$ cat config.mk
export PLATFORM = sky130hd
export DESIGN_NAME = axi_lite_slave_regs
export DESIGN_NICKNAME = d
export VERILOG_FILES = /design/src/rtl/axi_lite_pkg.sv /design/src/rtl/axi_lite_reg_bank.sv /design/src/rtl/axi_lite_slave_regs.sv
export SDC_FILE = /design/constraint.sdc
export NUM_CORES = 1
export LEC_CHECK = 0
export ABC_AREA = 1
export BUFFER_PORTS_ARGS = -buffer_cell sky130_fd_sc_hd__buf_2
export CORE_MARGIN = 5
export CORE_UTILIZATION = 30
export DETAILED_ROUTE_END_ITERATION = 8
export GPL_ROUTABILITY_DRIVEN = 1
export GPL_TIMING_DRIVEN = 1
export PLACE_DENSITY_LB_ADDON = 0.25
export SYNTH_ARGS = -nofsm -noshare
export SYNTH_HDL_FRONTEND = slang
export SYNTH_HIERARCHICAL = 1
export SYNTH_SLANG_ARGS = --single-unit
$ cat constraint.sdc
create_clock -name clk -period 2.7 [get_ports clk]
set_input_delay 0.135 -clock clk [delete_from_list [all_inputs] [get_ports clk]]
set_output_delay 0.135 -clock clk [all_outputs]
set_load 0.01 [all_outputs]
$ cat src/rtl/axi_lite_pkg.sv
// Shared AXI4-Lite register-slave definitions: response codes and FSM state types.
package axi_lite_pkg;

  localparam logic [1:0] RESP_OKAY   = 2'b00;
  localparam logic [1:0] RESP_SLVERR = 2'b10;

  typedef enum logic [1:0] {
    W_IDLE,
    W_HAVE_AW,
    W_HAVE_W,
    W_RESP
  } w_state_e;

  typedef enum logic {
    R_IDLE,
    R_DATA
  } r_state_e;

endpackage

$ cat src/rtl/axi_lite_reg_bank.sv
// Register storage with byte-strobe merge on a single write port and a flat read-out.
module axi_lite_reg_bank #(
  parameter int IDX_W    = 3,
  parameter int NUM_REGS = 4,
  parameter int DATA_W   = 32
) (
  input  logic                       clk,
  input  logic                       rst,
  input  logic                       i_we,
  input  logic [IDX_W-1:0]           i_idx,
  input  logic [DATA_W-1:0]          i_wdata,
  input  logic [DATA_W/8-1:0]        i_wstrb,
  output logic [NUM_REGS*DATA_W-1:0] o_regs
);

  logic [DATA_W-1:0] r_mem [NUM_REGS];

  // NOTE: this storage is architecturally visible on o_regs, so unlike a RAM it must be cleared by reset.
  always_ff @(posedge clk) begin
    if (rst) begin
      for (int r = 0; r < NUM_REGS; r++) r_mem[r] <= '0;
    end else if (i_we) begin
      for (int r = 0; r < NUM_REGS; r++) begin
        for (int b = 0; b < DATA_W/8; b++) begin
          if (i_idx == IDX_W'(r) && i_wstrb[b]) r_mem[r][b*8 +: 8] <= i_wdata[b*8 +: 8];
        end
      end
    end
  end

  for (genvar g = 0; g < NUM_REGS; g++) begin : g_out
    assign o_regs[g*DATA_W +: DATA_W] = r_mem[g];
  end

endmodule

$ cat src/rtl/axi_lite_slave_regs.sv
// AXI4-Lite slave exposing NUM_REGS 32-bit registers; independent write and read FSMs.
module axi_lite_slave_regs
  import axi_lite_pkg::*;
#(
  parameter int ADDR_W   = 5,
  parameter int DATA_W   = 32,
  parameter int NUM_REGS = 4
) (
  input  logic                       clk,
  input  logic                       rst,
  input  logic                       awvalid,
  output logic                       awready,
  input  logic [ADDR_W-1:0]          awaddr,
  input  logic                       wvalid,
  output logic                       wready,
  input  logic [DATA_W-1:0]          wdata,
  input  logic [DATA_W/8-1:0]        wstrb,
  output logic                       bvalid,
  input  logic                       bready,
  output logic [1:0]                 bresp,
  input  logic                       arvalid,
  output logic                       arready,
  input  logic [ADDR_W-1:0]          araddr,
  output logic                       rvalid,
  input  logic                       rready,
  output logic [DATA_W-1:0]          rdata,
  output logic [1:0]                 rresp,
  output logic [NUM_REGS*DATA_W-1:0] regs_o
);

  localparam int IDX_W  = ADDR_W - 2;
  localparam int STRB_W = DATA_W / 8;
  localparam logic [IDX_W:0] IDX_LIMIT = NUM_REGS[IDX_W:0];

  w_state_e r_wstate, w_wstate_nxt;
  r_state_e r_rstate, w_rstate_nxt;
  logic                       r_active;
  logic [ADDR_W-1:0]          r_awaddr;
  logic [DATA_W-1:0]          r_wdata;
  logic [STRB_W-1:0]          r_wstrb;
  logic [1:0]                 r_bresp, r_rresp;
  logic [DATA_W-1:0]          r_rdata;

  logic                       w_aw_hs, w_w_hs, w_ar_hs, w_commit, w_wr_ok, w_rd_ok;
  logic [ADDR_W-1:0]          w_cmt_addr;
  logic [DATA_W-1:0]          w_cmt_data, w_rd_val;
  logic [STRB_W-1:0]          w_cmt_strb;
  logic [IDX_W-1:0]           w_wr_idx, w_rd_idx;
  logic [NUM_REGS*DATA_W-1:0] w_regs;

  // r_active holds the readies low on the reset edge and releases them on the first edge out of reset.
  // NOTE: sequential state uses non-blocking assignments so every flop samples pre-edge values.
  always_ff @(posedge clk) begin
    if (rst) begin
      r_wstate <= W_IDLE;
      r_rstate <= R_IDLE;
      r_active <= 1'b0;
    end else begin
      r_wstate <= w_wstate_nxt;
      r_rstate <= w_rstate_nxt;
      r_active <= 1'b1;
    end
  end

  // NOTE: each combinational output gets a default first so no path leaves it unassigned (no latch).
  always_comb begin
    w_wstate_nxt = r_wstate;
    case (r_wstate)
      W_IDLE: begin
        if (w_aw_hs && w_w_hs) w_wstate_nxt = W_RESP;
        else if (w_aw_hs)      w_wstate_nxt = W_HAVE_AW;
        else if (w_w_hs)       w_wstate_nxt = W_HAVE_W;
      end
      W_HAVE_AW: if (w_w_hs)  w_wstate_nxt = W_RESP;
      W_HAVE_W:  if (w_aw_hs) w_wstate_nxt = W_RESP;
      W_RESP:    if (bready)  w_wstate_nxt = W_IDLE;
      default:                w_wstate_nxt = W_IDLE;
    endcase
    w_rstate_nxt = r_rstate;
    case (r_rstate)
      R_IDLE:  if (w_ar_hs) w_rstate_nxt = R_DATA;
      R_DATA:  if (rready)  w_rstate_nxt = R_IDLE;
      default:              w_rstate_nxt = R_IDLE;
    endcase
  end

  always_comb begin
    awready = r_active && (r_wstate == W_IDLE || r_wstate == W_HAVE_W);
    wready  = r_active && (r_wstate == W_IDLE || r_wstate == W_HAVE_AW);
    bvalid  = (r_wstate == W_RESP);
    arready = r_active && (r_rstate == R_IDLE);
    rvalid  = (r_rstate == R_DATA);
  end

  assign w_aw_hs    = awvalid && awready;
  assign w_w_hs     = wvalid && wready;
  assign w_ar_hs    = arvalid && arready;
  // A write commits on the edge that first enters W_RESP, using whichever half arrives this cycle.
  assign w_commit   = (r_wstate != W_RESP) && (w_wstate_nxt == W_RESP);
  assign w_cmt_addr = w_aw_hs ? awaddr : r_awaddr;
  assign w_cmt_data = w_w_hs ? wdata : r_wdata;
  assign w_cmt_strb = w_w_hs ? wstrb : r_wstrb;
  assign w_wr_idx   = w_cmt_addr[ADDR_W-1:2];
  assign w_rd_idx   = araddr[ADDR_W-1:2];
  assign w_wr_ok    = {1'b0, w_wr_idx} < IDX_LIMIT;
  assign w_rd_ok    = {1'b0, w_rd_idx} < IDX_LIMIT;

  always_comb begin
    w_rd_val = '0;
    for (int r = 0; r < NUM_REGS; r++) begin
      if (w_rd_idx == IDX_W'(r)) w_rd_val = w_regs[r*DATA_W +: DATA_W];
    end
  end

  // Held address/data are only consumed after a handshake, so they need no reset.
  always_ff @(posedge clk) begin
    if (w_aw_hs) r_awaddr <= awaddr;
    if (w_w_hs) begin
      r_wdata <= wdata;
      r_wstrb <= wstrb;
    end
  end

  always_ff @(posedge clk) begin
    if (rst) begin
      r_bresp <= RESP_OKAY;
      r_rresp <= RESP_OKAY;
      r_rdata <= '0;
    end else begin
      if (w_commit) r_bresp <= w_wr_ok ? RESP_OKAY : RESP_SLVERR;
      if (w_ar_hs) begin
        r_rdata <= w_rd_ok ? w_rd_val : '0;
        r_rresp <= w_rd_ok ? RESP_OKAY : RESP_SLVERR;
      end
    end
  end

  axi_lite_reg_bank #(
    .IDX_W    (IDX_W),
    .NUM_REGS (NUM_REGS),
    .DATA_W   (DATA_W)
  ) u_bank (
    .clk     (clk),
    .rst     (rst),
    .i_we    (w_commit && w_wr_ok),
    .i_idx   (w_wr_idx),
    .i_wdata (w_cmt_data),
    .i_wstrb (w_cmt_strb),
    .o_regs  (w_regs)
  );

  assign bresp  = r_bresp;
  assign rdata  = r_rdata;
  assign rresp  = r_rresp;
  assign regs_o = w_regs;

endmodule

== Word-level counts from Yosys, hierarchy flattened ==
Memories as Yosys holds them, arrays and structs flattened.
Index checks and enable logic that the tools add are counted.
Storage, ports and cells
  flip-flop bits (word level): 81
  latch bits: 0
  RAM bits: 128
  memory bits (read-only): 0
  bits of input ports: 53
  word-level logic and storage cells: 174
  memories: 1
Memory list
  u_bank.r_mem: words 4, bits a word 32, rd ports 4, clocked after memory_dff 0, wr ports 4, RTL line axi_lite_reg_bank.sv:16  | logic [DATA_W-1:0] r_mem [NUM_REGS];
Cells by class
  add/sub/neg operators: 0
  multiply operators: 0
  div/mod/pow operators: 0
  magnitude comparators: 2
  eq/ne operators: 11
  shifts and indexed selects: 0
  muxes and demuxes: 103
  bitwise gates (word level): 17
  reduce and logical (&&, ||, !) cells: 30
Operators with widths (number)
  $mux W32: 6
  $mux W8: 16
  $mux W1: 69
  $logic_and A1 B1 Y1: 25
  $mux W2: 8
  $or A1 B1 Y1: 16
  $eq A3 B2 Y1 const B: 4
  $pmux W2 S4: 1
  $eq A2 B2 Y1 const B: 3
  $eq A3 B1 Y1 const B: 2
  $logic_not A3 Y1: 2
  $lt A3 B3 Y1 const B: 2
  $mux W5: 1
  $mux W4: 1
  $eq A2 B1 Y1 const B: 1
  $logic_not A2 Y1: 1
  $logic_or A1 B1 Y1: 2
  $ne A2 B2 Y1 const B: 1
  $pmux W1 S2: 1
  $not A1 Y1: 1

== Logic depth before layout (Yosys ltp) ==
Gate-level depths: netlist of the first run.
  word-level depth: 15
  gate-level depth with buffers: 11

== Modules after synthesis ==
Netlist of the first run, hierarchy kept.
By module, submodules not included
  axi_lite_reg_bank: instances 1, cells an instance 345, area an instance 4775.8 sq um, sequential area each 3843.7 sq um
  axi_lite_slave_regs: instances 1, cells an instance 559, area an instance 4184.0 sq um, sequential area each 1541.5 sq um

== Least setup slack after synthesis of the first run ==
Ideal clock, no wire load.
  path kind: reg2reg
  from: register r_active
  to: memory u_bank.r_mem[0][0], enable pin
  setup time: 0.384 ns
  data arrival time: 2.088 ns
  setup slack: 0.228 ns
  cell stages (with the launch flop): 8
  period minus slack after synthesis: 2.472 ns
  cell sequence: dfxtp_1 inv_2 nor2_1 nand2_1 mux2_2 nor2_2 nand2_1 o21ai_0
RTL lines
  start, declared: RTL line axi_lite_slave_regs.sv:37  | logic r_active;
  start signal, assigned: RTL line axi_lite_slave_regs.sv:57  | r_active <= 1'b0;
  start signal, assigned: RTL line axi_lite_slave_regs.sv:61  | r_active <= 1'b1;
  end, declared: RTL line axi_lite_reg_bank.sv:16

==> results of run 1 <==
==> state kept, by name, indices dropped and copies added (netlist names) <==
| signal | cells |
|---|---|
| rdata | 32 |
| bresp | 1 |
| r_wstate | 2 |
| u_bank/r_mem | 128 |
| r_wstrb | 4 |
| rresp | 1 |
| r_active | 1 |
| r_wdata | 32 |
| r_awaddr | 3 |
| rvalid | 1 |
==> cell usage in the layout, fill, tap and decap left out, drive strengths merged <==
cell / instances
buf: 252
nand2: 193
nor2: 170
edfxtp: 128
dfxtp: 77
inv: 48
nand3: 44
dlygate4sd3: 41
mux2: 38
a21oi: 36
clkbuf: 33
nand3b: 32
o211ai: 32
nor3: 32
o21ai: 12
nand4: 8
clkinv: 7
conb: 2
bufinv: 1
==> logic make-up after synthesis <==
| kind of cell | synth area share [%] |
|---|---|
| flops | 60.1 |
| buf+inv | 5.54 |
| simple gates | 23.9 |
| compound gates | 5.36 |
| other cells | 0.0419 |
| mux | 5.03 |
==> synthesized netlist by cell type (2+ instances only) <==
master	count	area share [%]
sky130_fd_sc_hd__nor3_1	32	1.8
sky130_fd_sc_hd__inv_1	43	1.8
sky130_fd_sc_hd__mux2_2	32	4.0
sky130_fd_sc_hd__inv_2	4	0.17
sky130_fd_sc_hd__mux2_4	6	1.0
sky130_fd_sc_hd__buf_6	8	1.0
sky130_fd_sc_hd__o21ai_0	12	0.67
sky130_fd_sc_hd__edfxtp_1	128	43
sky130_fd_sc_hd__nor2_8	2	0.45
sky130_fd_sc_hd__nor2_2	3	0.21
sky130_fd_sc_hd__nand3b_1	32	2.7
sky130_fd_sc_hd__dfxtp_1	77	17
sky130_fd_sc_hd__nand2_1	192	8.0
sky130_fd_sc_hd__nand3_4	4	0.78
sky130_fd_sc_hd__clkbuf_1	15	0.63
sky130_fd_sc_hd__buf_4	7	0.59
sky130_fd_sc_hd__o211ai_1	32	2.7
sky130_fd_sc_hd__nand3_1	39	2.2
sky130_fd_sc_hd__a21oi_1	36	2.0
sky130_fd_sc_hd__nor2_1	164	6.9
sky130_fd_sc_hd__nand4_1	8	0.56
sky130_fd_sc_hd__buf_2	23	1.3
==> what timing repair did <==
action,CTS,global route
hold buffers,41,0
endpoints found under the setup margin,0,6
hold endpoints to repair,41,0
gates resized for setup,0,1
==> worst paths after layout <==
check | endpoint | start | cells past startpoint
max | u_bank/r_mem[2][14] | r_active | 10
min | r_awaddr[2] | awaddr[2] | 2
max reg2reg | u_bank/r_mem[2][14] | r_active | 10
min reg2reg | rresp[1] | rresp[1] | 2
==> area by class of cell <==
cell class / count / area [sq um] / share of cell area, %
clock buffers: 33 / 643 / 5.53
clock inverters: 8 / 63.8 / 0.549
inverters: 48 / 183 / 1.57
multi-input cells: 599 / 3090 / 26.6
flip-flops and latches: 205 / 5390 / 46.3
well taps: 390 / 488 / 4.20
repair buffers: 293 / 1780 / 15.3
==> power breakdown <==
part	switching, mW	internal, mW
Clock	1.24	1.74
Sequential	0.0806	3.53
Combinational	0.635	0.352
==> metal layers <==
metal	routed length, um	share of wire (%)	up-vias	GRT usage, %
met2	14100	47	236	29.1
met3	2600	8.7	37	4.90
met4	484	1.6	2	3.90
met1	12600	42	3443	22.5
li1	-	-	3587	-
met5	20	0.067	-	0
==> through the flow <==
step                std cells  power, mW  cell area, sq um  hold WS [ns]
floorplan                 905       4.24              8960         0.289
global placement         1494       4.61             10500         0.377
detailed placement       1494       4.63             10500         0.378
CTS                      1576       7.69             11600        0.0648
global route             1576       7.93             11600        0.0771
finish                   1576       7.58             11600        0.0648
==> impl_results.md, run 1 <==
* Share of final-layout standard cells stronger than drive strength 1 at 28.8%
* DR vias/cell at 4.64
* Worst Setup Slack, final at just under 0.3 ns
* Cell chain of the critical path: inv_2 > nor2_1 > nand2_1 > nand2_1 > nand2_1 > inv_1 > nand2_1 > nor2_1 > nand3_1 > nor2_1
* HPWL Detailed at between 20 and 25 mm
* Tightest Hold Check Type: in -> reg
* IR Drop Worst-Case VDD at 0.344 mV
* Fin Setup TNS at 0 ns
* Fin util at roughly two fifths
* Total global routing overflow at 0
* Setup repair after global routing missed its margin: false
* Cell count after synthesis at 904
* Worst endpoint required time at about 3.1 ns
* Portion of the post-synthesis area used by sequential elements at 60.1%
* CP max-delay cell: sky130_fd_sc_hd__nand3_1
* CTS tree: built
* Cell mode on critical path: sky130_fd_sc_hd__nand2_1
* Setup slack of the worst register-to-register path at roughly 0.29 ns
* Filler Cell Count at roughly 3000
* Starting utilization of the core area at a little under a third
* Synthesized area per cell at 9.91 sq um
* Async set-reset flop share out of synthesis at 0%
* Total number of vias at ~7300
* Critical path arrival at 2.76 ns
* Number of port buffers at 215
* DIE HEIGHT at between 150 and 200 um
* Cell area after technology mapping at 8960 sq um
* Critical path buffer and inverter count at 2
* DRC violation count after routing at 0
* Status: completed
* FF+latch count, synth at ~210
* PwrDens at between 600 and 700 nW/um^2
* Overall Global Routing Usage at between 10% and 20%
* Clock buffer count from CTS at 23
* Final layout net count at between 1000 and 1500
* Final weighted congestion of routability-driven global placement at just under 0.8
* Number of buffers inserted to repair setup after CTS at 0
* Max-cap viol count at 0
* Detailed Routing Iterations Pass 1 at 7
* Register clock-pin slew on the reported worst setup and hold paths at around 0.060 ns
* Clock period minus worst slack at 2.41 ns
* Nature of the critical path endpoint: flip-flop
* I/O pin cnt at 222
* Number of failing hold endpoints at the final stage at 0
* Overall die area at between 30000 and 40000 sq um
* Die boundary width at between 150 and 200 um
* Rows at 63
* Largest net degree at the start of global routing at 37
* Antenna violations before repair at 1
* Total of endpoints with negative setup slack in the final report at 0
* EDFF count, synth at 128
* Relative max-transition margin at 62.1%
* Final critical-path share of the clock period at 89.3%
* Clk Tree Root Cell: sky130_fd_sc_hd__clkbuf_16
* Yosys Warn Count at 6
* DR WL/cell at between 15 and 20 um
* Maximum number of buffers from clock root to sink at 3
* Number of DRC markers after the initial detailed-route iteration at between 500 and 600
* Core Footprint at between 20000 and 30000 sq um
* Launching element type of the critical path: flip-flop
* Final Max Tran Viols at 0
* Critical path class: reg -> reg
* Total leakage power at 5.25 nW
* Primary flip-flop cell chosen by synthesis mapping: sky130_fd_sc_hd__edfxtp_1
* Transition at the pin with the smallest max-transition slack at 0.568 ns
* Total detailed-routing wirelength at 29.8 mm
* Worst clock skew at 0.0194 ns
* Top Family by Delay on Critical Path: simple AND/OR/NAND/NOR gates
* Deepest level of the CTS H-tree at 1
* Maximum fanout encountered on the critical timing path at 8
* Highest Clock Rate at ~410 MHz
* Worst setup slack after placement at 0.278 ns
* Delay contributed by the slowest stage of the critical path at roughly 0.43 ns
* Count of unique library cells instantiated by Yosys at 27
* Vias in the first global route at roughly 7300
* Remaining antenna violation count at 0
* Number of sinks driven by the clock tree at 205
* Wire length of the first global-routing pass at ~44 mm
* Antenna fix cells at 0
* Source-to-sink clock delay at the later pin of the worst-skew pair at 0.51 ns
* Synth-to-layout area growth at 29.8%
No activity file was read; power rests on OpenSTA's default activity.
==> run 2, diff against run 1 <==
RECOVER_POWER = 25   (was not set)
==> run 2 against run 1 <==
  * The flow now finishes with violations (capacitance limit, slew limit)
  * Flip-flop and latch count stayed put
  * Routed wire length up 0.40%
  * Non-clock buffer count did not move
  * Critical path type unchanged
  * Register-to-register slack got worse by 0.02 ns
  * Worst hold slack improved by 0.011 ns
  * Cell count stayed put
==> impl_results.md, run 2 (synthesized netlist as in run 1, its figures left out) <==
* Synth-to-layout area growth at 28.0% (was 29.8%)
* HPWL Detailed at 21.3 mm (unchanged)
* Total detailed-routing wirelength at 30.0 mm (was 29.8 mm)
* Vias in the first global route at 7283 (unchanged)
* Final layout net count at 1223 (unchanged)
* Antenna violations before repair at 1 (unchanged)
* Core Footprint at 29600 sq um (unchanged)
* Final Total Pwr at 7.57 mW (was 7.58 mW)
* Number of failing hold endpoints at the final stage at 0 (unchanged)
* Overall Global Routing Usage at 17.4% (unchanged)
* Antenna fix cells at 0 (unchanged)
* Final weighted congestion of routability-driven global placement at 0.780 (unchanged)
* PwrDens at 660 nW/um^2 (was 652 nW/um^2)
* Largest net degree at the start of global routing at 37 (unchanged)
* Overall die area at 33400 sq um (unchanged)
* Number of port buffers at 215 (unchanged)
* DIE HEIGHT at 183 um (unchanged)
* Number of DRC markers after the initial detailed-route iteration at 512 (was 519)
* Final instance count without filler cells at 1576 (unchanged)
* Transition at the pin with the smallest max-transition slack at 1.95 ns (was 0.568 ns)
* Starting utilization of the core area at 30.3% (unchanged)
* Worst endpoint required time at 3.05 ns (about the same)
* DR WL/cell at 19.0 um (was 18.9 um)
* Detailed Routing Iterations Pass 1 at 7 (unchanged)
* Final critical-path share of the clock period at 89.9% (was 89.3%)
* Maximum number of buffers from clock root to sink at 3 (unchanged)
* Violated checks: capacitance limit, slew limit
* Fin Setup TNS at 0 ns (unchanged)
* Highest Clock Rate at 412 MHz (was 415 MHz)
* Final Max Tran Viols at 37 (was 0)
* Clock period minus worst slack at 2.43 ns (was 2.41 ns)
* Relative max-transition margin at -30.0% (was 62.1%)
* Clock buffer count from CTS at 23 (unchanged)
* Rows at 63 (unchanged)
* Number of sinks driven by the clock tree at 205 (unchanged)
* Total of endpoints with negative setup slack in the final report at 0 (unchanged)
* Status: finished, violations left (was completed)
* Post-route cell area at 11500 sq um (was 11600 sq um)
* Nature of the critical path endpoint: flip-flop (unchanged)
* Register clock-pin slew on the reported worst setup and hold paths at 0.06 ns (about the same)
* Total global routing overflow at 0 (unchanged)
* Flip-flop count of the largest register after layout at 128 (unchanged)
* Clk Tree Root Cell: sky130_fd_sc_hd__clkbuf_16 (unchanged)
* Total leakage power at 4.81 nW (was 5.25 nW)
* Worst hold-check slack at 0.0755 ns (was 0.0648 ns)
* Most common library cell in the layout ignoring fill and taps: sky130_fd_sc_hd__nand2_1 (was sky130_fd_sc_hd__buf_2)
* Launching element type of the critical path: flip-flop (unchanged)
* Area after detailed placement at 10500 sq um (unchanged)
* Maximum fanout encountered on the critical timing path at 8 (unchanged)
* IR Drop Worst-Case VDD at 0.345 mV (was 0.344 mV)
* Die boundary width at 183 um (unchanged)
* Setup repair after global routing missed its margin: false (unchanged)
* CTS tree: built (unchanged)
* DRC violation count after routing at 0 (unchanged)
* Worst clock skew at 0.0176 ns (was 0.0194 ns)
* Deepest level of the CTS H-tree at 1 (unchanged)
* I/O pin cnt at 222 (unchanged)
* Most frequent cells in the layout: sky130_fd_sc_hd__nand2_1 (192), sky130_fd_sc_hd__nor2_1 (164), sky130_fd_sc_hd__clkbuf_1 (128), sky130_fd_sc_hd__edfxtp_1 (128), sky130_fd_sc_hd__buf_2 (95) (was sky130_fd_sc_hd__buf_2 (215), sky130_fd_sc_hd__nand2_1 (191), sky130_fd_sc_hd__nor2_1 (164), sky130_fd_sc_hd__edfxtp_1 (128), sky130_fd_sc_hd__dfxtp_1 (77))
* Remaining antenna violation count at 0 (unchanged)
* Critical path class: reg -> reg (unchanged)
* Share of final-layout standard cells stronger than drive strength 1 at 18.5% (was 28.8%)
* Largest reg by FF count: u_bank/r_mem (unchanged)
* Critical path arrival at 2.78 ns (was 2.76 ns)
* Total number of vias at 7347 (was 7305)
* Max-cap viol count at 1 (was 0)
* DR vias/cell at 4.66 (was 4.64)
* Source-to-sink clock delay at the later pin of the worst-skew pair at 0.51 ns (about the same)
* Tightest Hold Check Type: in -> reg (unchanged)
* Wire length of the first global-routing pass at 44.4 mm (unchanged)
* Cells after DPL at 1494 (unchanged)
[run 2: cell count changes in the layout (fill, tap and decap cells not counted)]
cell | before | now
sky130_fd_sc_hd__clkbuf_1 | 7 | 128
sky130_fd_sc_hd__buf_4 | 36 | 35
sky130_fd_sc_hd__buf_2 | 215 | 95
sky130_fd_sc_hd__nand2_1 | 191 | 192
sky130_fd_sc_hd__nand2_2 | 1 | 0
[run 2: path summary, 6_finish.rpt]
kind / from / to / slack (ns) / cells past startpoint
worst min register to register: rresp[1] / rresp[1] / 0.46 / 2
worst min-delay path: awaddr[2] / r_awaddr[2] / 0.08 / 2
worst max register to register: r_active / u_bank/r_mem[2][14] / 0.27 / 10
worst max-delay path: r_active / u_bank/r_mem[2][14] / 0.27 / 10
[run 2: repair_timing]
action                     4_1_cts  5_1_grt
gates resized for setup          0        1
setup endpoints to repair        0        6
hold buffers                    41        0
hold endpoints to repair        41        0
buffers inserted                 0        0
[run 2: per-stage QoR]
stage / util (%) / worst slack (ns)
floorplan: - / 0.228
global placement: 35.5 / 0.338
detailed placement: 35.5 / 0.278
CTS: 39.3 / 0.263
global route: 38.8 / 0.0109
finish: 38.8 / 0.271
[run 2: where the power goes]
group | internal, mW | leakage, nW | switching, mW | total, mW
clock | 1.74 | 0.352 | 1.25 | 2.99
combinational | 0.335 | 2.50 | 0.636 | 0.971
sequential | 3.53 | 1.96 | 0.0822 | 3.61
total | 5.61 | 4.81 | 1.97 | 7.57
[run 2: worst max-delay path, cell delays in order (launching register included)]
cell	delay (ns)
sky130_fd_sc_hd__dfxtp_1	0.32
sky130_fd_sc_hd__inv_2	0.06
sky130_fd_sc_hd__nor2_1	0.18
sky130_fd_sc_hd__nand2_1	0.19
sky130_fd_sc_hd__nand2_1	0.10
sky130_fd_sc_hd__nand2_1	0.14
sky130_fd_sc_hd__inv_1	0.11
sky130_fd_sc_hd__nand2_1	0.14
sky130_fd_sc_hd__nor2_1	0.42
sky130_fd_sc_hd__nand3_1	0.43
sky130_fd_sc_hd__nor2_1	0.20
[run 2: routing by layer]
layer | GRT usage (%) | vias up | share of wire, %
li1 | - | 3589 | -
met1 | 22.5 | 3481 | 42
met2 | 29.1 | 237 | 47
met3 | 4.90 | 38 | 8.6
met4 | 3.90 | 2 | 1.8
met5 | 0 | - | 0.023
[run 2: layout make-up]
type                       instances  area, sq um
fill                            3040        18100
sequential                       205         5390
multi-input combinational        599         3090
timing repair buffer             293         1620
clock buffer                      33          643
tap                              390          488
inverter                          48          183
clock inverter                     8         63.8
==> run 3, diff against run 2 <==
REMOVE_ABC_BUFFERS = 1   (was not set)
==> run 3 against run 2 <==
  * The run still ends with capacitance limit, slew limit left
  * Register-to-register slack improved by 0.02 ns
  * Sequential share of layout area fell by 0.23 points
  * Critical endpoint is now u_bank/r_mem[2][15]
  * Routed wire length fell by 1.4%
  * Flip-flop and latch count did not move
  * Fmax rose by 0.70%
==> impl_results.md, run 3 (synthesized netlist as in run 1, its figures left out) <==
* Total number of vias at 7430 (was 7347)
* Overall die area at 33400 sq um (unchanged)
* Largest reg by FF count: u_bank/r_mem (unchanged)
* Total global routing overflow at 0 (unchanged)
* Transition at the pin with the smallest max-transition slack at 2.07 ns (was 1.95 ns)
* Maximum fanout encountered on the critical timing path at 9 (was 8)
* Max-cap viol count at 1 (unchanged)
* Relative max-transition margin at -38.3% (was -30.0%)
* Hold path startpoint: araddr[2] (was awaddr[2])
* Count of hold-fix buffers inserted at cts at 42 (was 41)
* IR Drop Worst-Case VDD at 0.464 mV (was 0.345 mV)
* Worst Hold Path Cells at 5 (was 2)
* Synth-to-layout area growth at 28.7% (was 28.0%)
* Cell depth of the worst flop-to-flop path at 11 (was 10)
* Clk Tree Root Cell: sky130_fd_sc_hd__clkbuf_16 (unchanged)
* Delay contributed by the slowest stage of the critical path at 0.35 ns (was 0.43 ns)
* Clock period minus worst slack at 2.41 ns (was 2.43 ns)
* DRC violation count after routing at 0 (unchanged)
* Clock buffer count from CTS at 24 (was 23)
* Worst endpoint required time at 3.05 ns (about the same)
* Wire length of the first global-routing pass at 44.5 mm (was 44.4 mm)
* HPWL Detailed at 20.2 mm (was 21.3 mm)
* Number of sinks driven by the clock tree at 205 (unchanged)
* Largest net degree at the start of global routing at 37 (unchanged)
* Final layout net count at 1228 (was 1223)
* Die boundary width at 183 um (unchanged)
* Total detailed-routing wirelength at 29.5 mm (was 30.0 mm)
* Final critical-path share of the clock period at 89.3% (was 89.9%)
* Number of buffers inserted to repair setup after CTS at 0 (unchanged)
* Share of final-layout standard cells stronger than drive strength 1 at 18.5% (about the same)
* Most common library cell in the layout ignoring fill and taps: sky130_fd_sc_hd__nand2_1 (unchanged)
* Flip-flop count of the largest register after layout at 128 (unchanged)
* Fin util at 39.0% (was 38.8%)
* Nature of the critical path endpoint: flip-flop (unchanged)
* Rows at 63 (unchanged)
* Endpoint of the worst-slack reg-to-reg timing path: u_bank/r_mem[2][15] (was u_bank/r_mem[2][14])
* Vias in the first global route at 7426 (was 7283)
* Area after detailed placement at 10500 sq um (about the same)
* Total of endpoints with negative setup slack in the final report at 0 (unchanged)
* CP max-delay cell: sky130_fd_sc_hd__nand3_1 (unchanged)
* Violated checks: capacitance limit, slew limit (unchanged)
* Overall Global Routing Usage at 17.2% (was 17.4%)
* Cell chain of the critical path: nor2_1 > nand2_1 > nand2_1 > nand3_1 > nor2_1 > buf_4 > nand2_1 > inv_1 > buf_4 > nand3_1 > nor2_1 (was inv_2 > nor2_1 > nand2_1 > nand2_1 > nand2_1 > inv_1 > nand2_1 > nor2_1 > nand3_1 > nor2_1)
* Maximum number of buffers from clock root to sink at 3 (unchanged)
* Setup slack of the worst register-to-register path at 0.29 ns (was 0.27 ns)
* Antenna fix cells at 0 (unchanged)
* DR vias/cell at 4.69 (was 4.66)
* DIE HEIGHT at 183 um (unchanged)
* PwrDens at 659 nW/um^2 (was 660 nW/um^2)
* Tightest Hold Check Type: in -> reg (unchanged)
* Highest Clock Rate at 415 MHz (was 412 MHz)
* Number of port buffers at 215 (unchanged)
* Number of failing hold endpoints at the final stage at 0 (unchanged)
* Core Footprint at 29600 sq um (unchanged)
* Final weighted congestion of routability-driven global placement at 0.776 (was 0.780)
* Min-Delay Endpoint: rdata[9] (was r_awaddr[2])
* Remaining antenna violation count at 0 (unchanged)
* Register clock-pin slew on the reported worst setup and hold paths at 0.06 ns (about the same)
* Starting utilization of the core area at 30.3% (unchanged)
* Deepest level of the CTS H-tree at 1 (unchanged)
* Post-route cell area at 11500 sq um (about the same)
* Detailed Routing Iterations Pass 1 at 5 (was 7)
* I/O pin cnt at 222 (unchanged)
* Final Max Tran Viols at 37 (unchanged)
* Critical path arrival at 2.76 ns (was 2.78 ns)
* Worst clock skew at 0.0120 ns (was 0.0176 ns)
* Launching element type of the critical path: flip-flop (unchanged)
* Most frequent cells in the layout: sky130_fd_sc_hd__nand2_1 (191), sky130_fd_sc_hd__nor2_1 (165), sky130_fd_sc_hd__clkbuf_1 (132), sky130_fd_sc_hd__edfxtp_1 (128), sky130_fd_sc_hd__buf_2 (94) (was sky130_fd_sc_hd__nand2_1 (192), sky130_fd_sc_hd__nor2_1 (164), sky130_fd_sc_hd__clkbuf_1 (128), sky130_fd_sc_hd__edfxtp_1 (128), sky130_fd_sc_hd__buf_2 (95))
* DR WL/cell at 18.7 um (was 19.0 um)
* Total leakage power at 4.83 nW (was 4.81 nW)
* CTS tree: built (unchanged)
* Source-to-sink clock delay at the later pin of the worst-skew pair at 0.51 ns (about the same)
* Setup repair after global routing missed its margin: false (unchanged)
* Antenna violations before repair at 0 (was 1)
* Status: finished, violations left (unchanged)
* Number of gates resized after CTS at 0 (unchanged)
* Critical path class: reg -> reg (unchanged)
* Number of DRC markers after the initial detailed-route iteration at 581 (was 512)
* Beginning of the worst register-to-register path: r_wstate[1] (was r_active)
## run 3: layout make-up
| class | count | area [sq um] |
|---|---|---|
| fillers | 3030 | 18000 |
| flip-flops and latches | 205 | 5390 |
| multi-input cells | 599 | 3080 |
| repair buffers | 297 | 1650 |
| clock buffers | 38 | 704 |
| well taps | 390 | 488 |
| inverters | 48 | 183 |
| clock inverters | 6 | 33.8 |
## run 3: worst max-delay path by stage
stage / startpoint / to
after floorplan: r_active / u_bank/r_mem[0][0]
after detailed placement: r_active / u_bank/r_mem[2][20]
final: r_wstate[1] / u_bank/r_mem[2][15]
after global routing: r_active / u_bank/r_mem[2][24]
after global placement: r_active / u_bank/r_mem[2][11]
after CTS: r_active / u_bank/r_mem[2][20]
## run 3: through the flow
step	cells	setup TNS [ns]	setup slack [ns]	power, mW	hold slack (ns)
3_5_place_dp	1497	0	0.348	4.61	0.378
2_1_floorplan	852	-18.77	-0.196	4.18	0.204
3_3_place_gp	1497	0	0.383	4.59	0.378
4_1_cts	1583	0	0.326	7.72	0.203
6_report	1583	0	0.288	7.60	0.274
5_1_grt	1583	0	0.0217	7.94	0.293
## run 3: layer usage
metal	global-route usage [%]	part of all wire, %	up-vias
met2	29.3	48	292
met4	5.04	2.4	0
li1	-	-	3599
met3	4.48	8.3	43
met5	0	0	-
met1	21.6	42	3496
## run 3: critical path, delay by kind of cell (launching register included)
| family | cells | cell delay, ns |
|---|---|---|
| AND/OR/NAND/NOR | 8 | 1.52 |
| buffers and inverters | 3 | 0.38 |
| flip-flops | 1 | 0.34 |
## run 3: power breakdown
| group | switching (mW) | internal, mW |
|---|---|---|
| Combinational | 0.617 | 0.336 |
| Clock | 1.25 | 1.78 |
| Sequential | 0.0821 | 3.53 |
| Total | 1.95 | 5.65 |
